<file path="config.mk">
export PLATFORM = sky130hd
export DESIGN_NAME = pet_cpu_clkctl_flat
export DESIGN_NICKNAME = d
export VERILOG_FILES = /design/src/rtl/pet_cpu_clkctl_pkg.sv /design/src/rtl/pet_cpu_clkctl_if.sv /design/src/rtl/pet_cpu_clkctl_clk_div.sv /design/src/rtl/pet_cpu_clkctl.sv /design/src/flat_wrapper.sv
export SDC_FILE = /design/constraint.sdc
export NUM_CORES = 1
export LEC_CHECK = 0
export ABC_AREA = 1
export BUFFER_PORTS_ARGS = -buffer_cell sky130_fd_sc_hd__buf_2
export CORE_MARGIN = 3
export CORE_UTILIZATION = 51
export CTS_BUF_LIST = sky130_fd_sc_hd__clkbuf_4 sky130_fd_sc_hd__clkbuf_8 sky130_fd_sc_hd__clkbuf_16
export DETAILED_ROUTE_END_ITERATION = 8
export PLACE_DENSITY = 0.7
export RECOVER_POWER = 25
export SLEW_MARGIN = 20
export SYNTH_ARGS = -nofsm -noshare
export SYNTH_HDL_FRONTEND = slang
export SYNTH_SLANG_ARGS = --single-unit
</file>
<file path="constraint.sdc">
create_clock -name clk -period 1.8 [get_ports clk]
set_clock_uncertainty 0.15 [all_clocks]
set_input_delay 0.36 -clock clk [delete_from_list [all_inputs] [get_ports clk]]
set_output_delay 0.36 -clock clk [all_outputs]
set_load 0.005 [all_outputs]
</file>
<file path="src/rtl/pet_cpu_clkctl_pkg.sv">
// pet_pkg: shared definitions for the PET clocking blocks.
//   clkctl_state_t : CPU clock-enable controller states
//   PET_NOM_DIV    : master clocks per nominal 1 MHz CPU cycle
//   clamp_div()    : turbo divisor (base >> shift), floored at min_div
package pet_pkg;

    typedef enum logic [1:0] {RUN, HALT, STEP} clkctl_state_t;

    localparam int PET_NOM_DIV = 56;

    function automatic int clamp_div(input int base, input int shift, input int min_div);
        int d;
        d = base >> shift;
        return (d < min_div) ? min_div : d;
    endfunction

endpackage

</file>
<file path="src/rtl/pet_cpu_clkctl_if.sv">
// pet_cpu_clkctl_if: request/strobe bundle between the PET system top and
// the CPU clock-enable controller.
//   master : system side -> drives speed, turbo_req, stop_req, step (+cycle_clr)
//   slave  : controller  -> drives cpu_ce, phi2, ce_nom, stopped, cur_div (+cycle_cnt)
// Macro PET_CLKCTL_CYCLE_CNT_EN adds cycle_clr / cycle_cnt[31:0].
interface pet_cpu_clkctl_if #(
    parameter int SPEED_W = 2,
    parameter int DIV_W   = 6
);
    logic [SPEED_W-1:0] speed;
    logic               turbo_req;
    logic               stop_req;
    logic               step;
    logic               cpu_ce;
    logic               phi2;
    logic               ce_nom;
    logic               stopped;
    logic [DIV_W-1:0]   cur_div;
`ifdef PET_CLKCTL_CYCLE_CNT_EN
    logic               cycle_clr;
    logic [31:0]        cycle_cnt;

    modport master (output speed, turbo_req, stop_req, step, cycle_clr,
                    input  cpu_ce, phi2, ce_nom, stopped, cur_div, cycle_cnt);
    modport slave  (input  speed, turbo_req, stop_req, step, cycle_clr,
                    output cpu_ce, phi2, ce_nom, stopped, cur_div, cycle_cnt);
`else
    modport master (output speed, turbo_req, stop_req, step,
                    input  cpu_ce, phi2, ce_nom, stopped, cur_div);
    modport slave  (input  speed, turbo_req, stop_req, step,
                    output cpu_ce, phi2, ce_nom, stopped, cur_div);
`endif
endinterface

</file>
<file path="src/rtl/pet_cpu_clkctl_clk_div.sv">
// pet_clk_div: modulo-N counter. cnt runs 0..n_cur-1; on the terminal count
// (tc) it wraps to 0 and loads n_cur from n_next, so a modulus change never
// shortens the period in progress.
//   clk, rst_n : clock, async active-low reset
//   n_next     : modulus for the next period
//   cnt        : current count
//   n_cur      : modulus in effect (reset to N_RST)
//   tc         : high while cnt == n_cur-1
module pet_clk_div #(
    parameter int W     = 6,
    parameter int N_RST = 56
) (
    input  logic         clk,
    input  logic         rst_n,
    input  logic [W-1:0] n_next,
    output logic [W-1:0] cnt,
    output logic [W-1:0] n_cur,
    output logic         tc
);
    assign tc = (cnt == n_cur - W'(1));

    always_ff @(posedge clk or negedge rst_n) begin
        if (!rst_n) begin
            cnt   <= '0;
            n_cur <= W'(N_RST);
        end else if (tc) begin
            cnt   <= '0;
            n_cur <= n_next;
        end else begin
            cnt   <= cnt + W'(1);
        end
    end
endmodule

</file>
<file path="src/rtl/pet_cpu_clkctl.sv">
// pet_cpu_clkctl: CPU clock-enable controller for the PET system top.
// Programmable period (CLK_DIV >> speed, floored at MIN_DIV; turbo_req forces
// the fastest setting), stop/step handshake evaluated only on period
// boundaries, and a free-running nominal-rate strobe.
//   clk, reset_n : master clock, async active-low reset
//   bus (slave)  : speed, turbo_req, stop_req, step in;
//                  cpu_ce, phi2, ce_nom, stopped, cur_div out
// Macro PET_CLKCTL_CYCLE_CNT_EN adds a 32-bit cpu_ce counter with sync clear.
module pet_cpu_clkctl
    import pet_pkg::*;
#(
    parameter int CLK_DIV   = PET_NOM_DIV,
    parameter int SPEED_W   = 2,
    parameter int MIN_DIV   = 2,
    parameter int RESET_RUN = 1
) (
    input logic               clk,
    input logic               reset_n,
    pet_cpu_clkctl_if.slave   bus
);
    localparam int DW = $clog2(CLK_DIV + 1);

    logic [SPEED_W-1:0] sel;
    logic [DW-1:0]      eff, div_cnt, cur_div, nom_cnt, nom_div;
    logic               tc, nom_tc, unused_nom;
    clkctl_state_t      state, state_d;
    logic               step_q, step_pend, pend_d, step_rise;
    logic               cpu_ce_q, ce_d, phi2_q;

    assign sel = bus.turbo_req ? '1 : bus.speed;
    assign eff = DW'(clamp_div(CLK_DIV, int'(sel), MIN_DIV));

    pet_clk_div #(.W(DW), .N_RST(CLK_DIV)) u_cpu_div (
        .clk(clk), .rst_n(reset_n), .n_next(eff),
        .cnt(div_cnt), .n_cur(cur_div), .tc(tc)
    );

    pet_clk_div #(.W(DW), .N_RST(CLK_DIV)) u_nom_div (
        .clk(clk), .rst_n(reset_n), .n_next(DW'(CLK_DIV)),
        .cnt(nom_cnt), .n_cur(nom_div), .tc(nom_tc)
    );

    // The nominal counter only contributes its terminal count.
    assign unused_nom = ^{nom_cnt, nom_div};

    assign step_rise = bus.step & ~step_q;

    always_comb begin
        state_d = state;
        pend_d  = step_pend;
        ce_d    = 1'b0;
        // Step edges only count while halted; one pending step at most.
        if (state == HALT && step_rise) pend_d = 1'b1;
        if (tc) begin
            unique case (state)
                RUN: begin
                    if (bus.stop_req) state_d = HALT;
                    else              ce_d    = 1'b1;
                end
                HALT: begin
                    // Release beats a pending step; the step is dropped.
                    if (!bus.stop_req) begin
                        state_d = RUN;
                        pend_d  = 1'b0;
                    end else if (pend_d) begin
                        state_d = STEP;
                        pend_d  = 1'b0;
                    end
                end
                STEP: begin
                    ce_d    = 1'b1;
                    state_d = HALT;
                end
                default: state_d = HALT;
            endcase
        end
    end

    always_ff @(posedge clk or negedge reset_n) begin
        if (!reset_n) begin
            state     <= (RESET_RUN != 0) ? RUN : HALT;
            step_q    <= 1'b0;
            step_pend <= 1'b0;
            cpu_ce_q  <= 1'b0;
            phi2_q    <= 1'b0;
        end else begin
            state     <= state_d;
            step_q    <= bus.step;
            step_pend <= pend_d;
            cpu_ce_q  <= ce_d;
            phi2_q    <= (div_cnt >= (cur_div >> 1));
        end
    end

    assign bus.cpu_ce  = cpu_ce_q;
    assign bus.phi2    = phi2_q;
    assign bus.ce_nom  = nom_tc;
    assign bus.stopped = (state != RUN);
    assign bus.cur_div = cur_div;

`ifdef PET_CLKCTL_CYCLE_CNT_EN
    logic [31:0] cyc_cnt;

    // Clear wins over a coincident strobe.
    always_ff @(posedge clk or negedge reset_n) begin
        if (!reset_n)           cyc_cnt <= '0;
        else if (bus.cycle_clr) cyc_cnt <= '0;
        else if (cpu_ce_q)      cyc_cnt <= cyc_cnt + 32'd1;
    end

    assign bus.cycle_cnt = cyc_cnt;
`endif
endmodule

</file>
<file path="src/flat_wrapper.sv">
// flat-port wrapper written by rule: the top's interface ports become plain ports
module pet_cpu_clkctl_flat import pet_pkg::*;
#(
    parameter int CLK_DIV   = PET_NOM_DIV,
    parameter int SPEED_W   = 2,
    parameter int MIN_DIV   = 2,
    parameter int RESET_RUN = 1
)
  (clk, reset_n, bus_speed, bus_turbo_req, bus_stop_req, bus_step, bus_cpu_ce, bus_phi2, bus_ce_nom, bus_stopped, bus_cur_div);
  pet_cpu_clkctl_if #(.SPEED_W(SPEED_W), .DIV_W(6)) bus_i ();
  input logic clk;
  input logic reset_n;
  input wire logic [$bits(bus_i.speed)-1:0] bus_speed;
  input wire logic [$bits(bus_i.turbo_req)-1:0] bus_turbo_req;
  input wire logic [$bits(bus_i.stop_req)-1:0] bus_stop_req;
  input wire logic [$bits(bus_i.step)-1:0] bus_step;
  output wire logic [$bits(bus_i.cpu_ce)-1:0] bus_cpu_ce;
  output wire logic [$bits(bus_i.phi2)-1:0] bus_phi2;
  output wire logic [$bits(bus_i.ce_nom)-1:0] bus_ce_nom;
  output wire logic [$bits(bus_i.stopped)-1:0] bus_stopped;
  output wire logic [$bits(bus_i.cur_div)-1:0] bus_cur_div;
  assign bus_i.speed = bus_speed;
  assign bus_i.turbo_req = bus_turbo_req;
  assign bus_i.stop_req = bus_stop_req;
  assign bus_i.step = bus_step;
  assign bus_cpu_ce = bus_i.cpu_ce;
  assign bus_phi2 = bus_i.phi2;
  assign bus_ce_nom = bus_i.ce_nom;
  assign bus_stopped = bus_i.stopped;
  assign bus_cur_div = bus_i.cur_div;
  pet_cpu_clkctl #(.CLK_DIV(CLK_DIV), .SPEED_W(SPEED_W), .MIN_DIV(MIN_DIV), .RESET_RUN(RESET_RUN)) u_core (.clk(clk), .reset_n(reset_n), .bus(bus_i));
endmodule
</file>
==> impl_results.md <==
- Status: complete, no violations
- Leakage power: between 0.9 and 1 nW
- Layout Nets: 227
- FMAX: 0.556 GHz
- Worst-margin pin slew: between 0.6 and 0.7 ns
- Sink Count: 24
- Critical path's slowest cell: dfrtp_1
- HP Class: in2reg
- Area after DPL: 1510 sq um
- Area Overhead vs Synth: 24.5%
- Dpl hpwl: between 2000 and 2500 microns
- Final core area utilization: 0.678
- Die footprint: 3350 sq um
- Io pins: 17
- Clk Latency, worst-skew pair: 0.31 ns
- PortBufs: 16
- Clock root buffer: clkbuf_4
- Cell depth of the worst setup path: 8
- Total CTS buffers: 3
- DRT iter0 DRCs: 47
- Worst stage delay on the critical path: slightly above 0.4 ns
- Worst reg2reg path depth: 8
- Vias/cell: a little over 5
- Yosys cell types: 23
- Min-delay src: bus_speed[1]
- Row count: 18
- Main synth FF type: dfrtp_1
- Post-Syn Instances: around 180
- Hold Path Depth: 4
- Clock period minus final worst setup slack: 1.80 ns
- Avg Inst Size Synth: approximately 7.8 sq um
- Crit path max fanout: 5
- WL/cell: about 12 microns
- Largest net degree at the start of global routing: 25
- Final worst setup slack: around 0.0021 ns
- CTS max path bufs: 2
- Number of global-route vias before repair: between 1000 and 1500
- Setup CP Type: reg2reg
- Die W: about 58 microns
- Pre-CTS WS: roughly 0.014 ns
- H-tree Lvls: 1
- Tot Pwr: 0.858 mW
- #FFs+latches synth: 24
- Sequential fraction of the synthesis area: 0.440
- Overflow after GRT: 0
- 1st-pass router iterations: 4
- DRC viols: 0
- Number of flops mapped to enable cells by yosys: 0
- CP Launch Point: u_core.u_cpu_div.n_cur[1]
- Initial antenna violation count: 0
- # fillers: 229
- Worst Path Required: between 1.5 and 2 ns
- Cell breakdown of the critical path: inv_2 > ha_4 > xnor2_2 > nor2_2 > nand3_2 > nor2_4 > buf_2 > o21ai_0
- Clock transition at path regs: about 0.12 ns
- GRT Util Overall: 0.186
- Initial Util: 0.544
- Die Y: between 50 and 60 microns
- Fin area: between 1500 and 2000 sq um
- First-pass GRT wire length: between 4000 and 5000 microns
- Synth Warn #: 0
- Antenna Nets Post-Route: 0
- Synthesized area: 1370 sq um
- Number of diodes: 0
- Final Cycle Share: 0.999
- Worst Setup End Kind: flop
- CP Buf/Inv Count: 2
- TNS Setup: 0 ns
- Pwr Density: ~500 nW/um^2
- Maximum vdd ir drop: between 400 and 500 uV
- Routability Congestion: a little under 0.9
- Count of final hold-check violations: 0
- Launching point of the worst reg2reg path: u_core.u_cpu_div.n_cur[1]
- Share of cells above drive strength 1: 0.303
- Final WL: around 2900 microns
- Core footprint: about 2500 sq um
- Async S/R FF share, synth: 1.00
- Max_cap viols: 0
- RSZ-0062 raised after global routing: true
- Worst Setup Start Kind: flop
- CTS tree: built
- Max Slew Vio Count: 0
- Synth Net Count: 190
- Vias: approximately 1200
- Critical Path AT: between 1.5 and 2 ns
- Setup violations, final: 0
- Worst relative slew slack: 0.597
- CP top delay family: flip-flops
==> cells in the final DEF (no fill, tap or decap), types with 3 or more instances in the layout <==
cell	count
xor2_1	3
clkbuf_4	3
nand2_2	4
inv_2	6
inv_1	27
nor2_2	3
ha_1	7
dfrtp_1	21
o21ai_0	6
buf_2	16
dfstp_2	3
o21ai_2	3
nand2_4	3
nand2_1	39
buf_4	13
nor2_1	19
nand3_1	12
nand3_2	3
==> what timing repair did <==
action                                  4_1_cts  5_1_grt
hold buffers                                  2        0
pin swaps                                     0        7
setup buffers                                 1        9
gates resized for setup                       3       21
endpoints found under the hold margin        22        0
endpoints found under the setup margin        2       13
gates cloned                                  0        1
==> per-layer routing <==
metal,GRT usage,up-vias,routed length [microns]
met5,0,-,0
met4,0.0695,0,38
met3,0.0334,4,123
met2,0.331,35,1590
met1,0.224,572,1200
li1,-,612,-
==> state kept, by name, summed over array words and instances, names as in the netlist <==
signal and flops:
u_core.step_pend 1, u_core.u_cpu_div.n_cur 6, u_core.u_nom_div.cnt 6, u_core.bus.cpu_ce 1
u_core.u_cpu_div.cnt 6, u_core.state 2, u_core.bus.phi2 1, u_core.step_q 1
==> final cells by class <==
cell class                      instances  area (sq um)  area share
Clock buffer                            4          36.3      0.0212
Multi-Input combinational cell        116           682       0.399
Sequential cell                        24           604       0.354
Inverter                               33           124      0.0725
Tap cell                               30          37.5      0.0220
Timing Repair Buffer                   34           225       0.132
==> through the flow <==
stage / hold WS, ns / instances
after global routing: 0.133 / 241
after CTS: 0.126 / 231
after global placement: 0.216 / 224
after detailed placement: 0.224 / 224
final: 0.134 / 241
after floorplan: -0.0856 / 175
==> synth_stat cells (2+ instances only) <==
master / instances / area, sq um
nand2_1: 45 / 169
inv_1: 30 / 113
dfrtp_1: 21 / 526
nor2_1: 20 / 75.1
nand3_1: 13 / 65.1
ha_1: 8 / 100
o21ai_0: 8 / 40.0
dfstp_2: 3 / 78.8
inv_2: 3 / 11.3
xnor2_1: 3 / 26.3
xor2_1: 3 / 26.3
a21boi_0: 2 / 15.0
a21oi_1: 2 / 10.0
buf_6: 2 / 22.5
nand3_2: 2 / 20.0
nor2_2: 2 / 12.5
nor3_1: 2 / 10.0
==> worst min-delay path: cells and delay by family <==
kind,cells,cell delay (ns)
buf+inv,2,0.14
simple gates,2,0.11
==> power breakdown <==
group          switching [mW]  total [mW]  internal, mW  leakage [nW]
combinational          0.0234      0.0338        0.0104         0.643
sequential           0.000691       0.541         0.541         0.268
clock                   0.159       0.282         0.124        0.0210
==> path summary, 6_finish.rpt <==
path / to / slack [ns]
worst max-delay path: u_core.u_cpu_div.n_cur[1] / 0.002
worst min-delay path: u_core.u_cpu_div.n_cur[5] / 0.13
worst max register to register: u_core.u_cpu_div.n_cur[1] / 0.002
worst min register to register: u_core.state[0] / 0.35
max in group asynchronous: u_core.u_cpu_div.n_cur[2] / 0.68
min in group asynchronous: u_core.u_nom_div.cnt[0] / 0.43
==> kinds of logic (layout without fill, tap and decap cells) <==
logic type | after synthesis | after routing | share of synthesized area
compound gates | 16 | 16 | 0.0693
xor+xnor | 6 | 6 | 0.0383
fa+ha+maj | 8 | 8 | 0.0729
buf+inv | 35 | 71 | 0.107
flops | 24 | 24 | 0.440
simple gates | 86 | 86 | 0.273
Power figures use the tool's default switching activity.
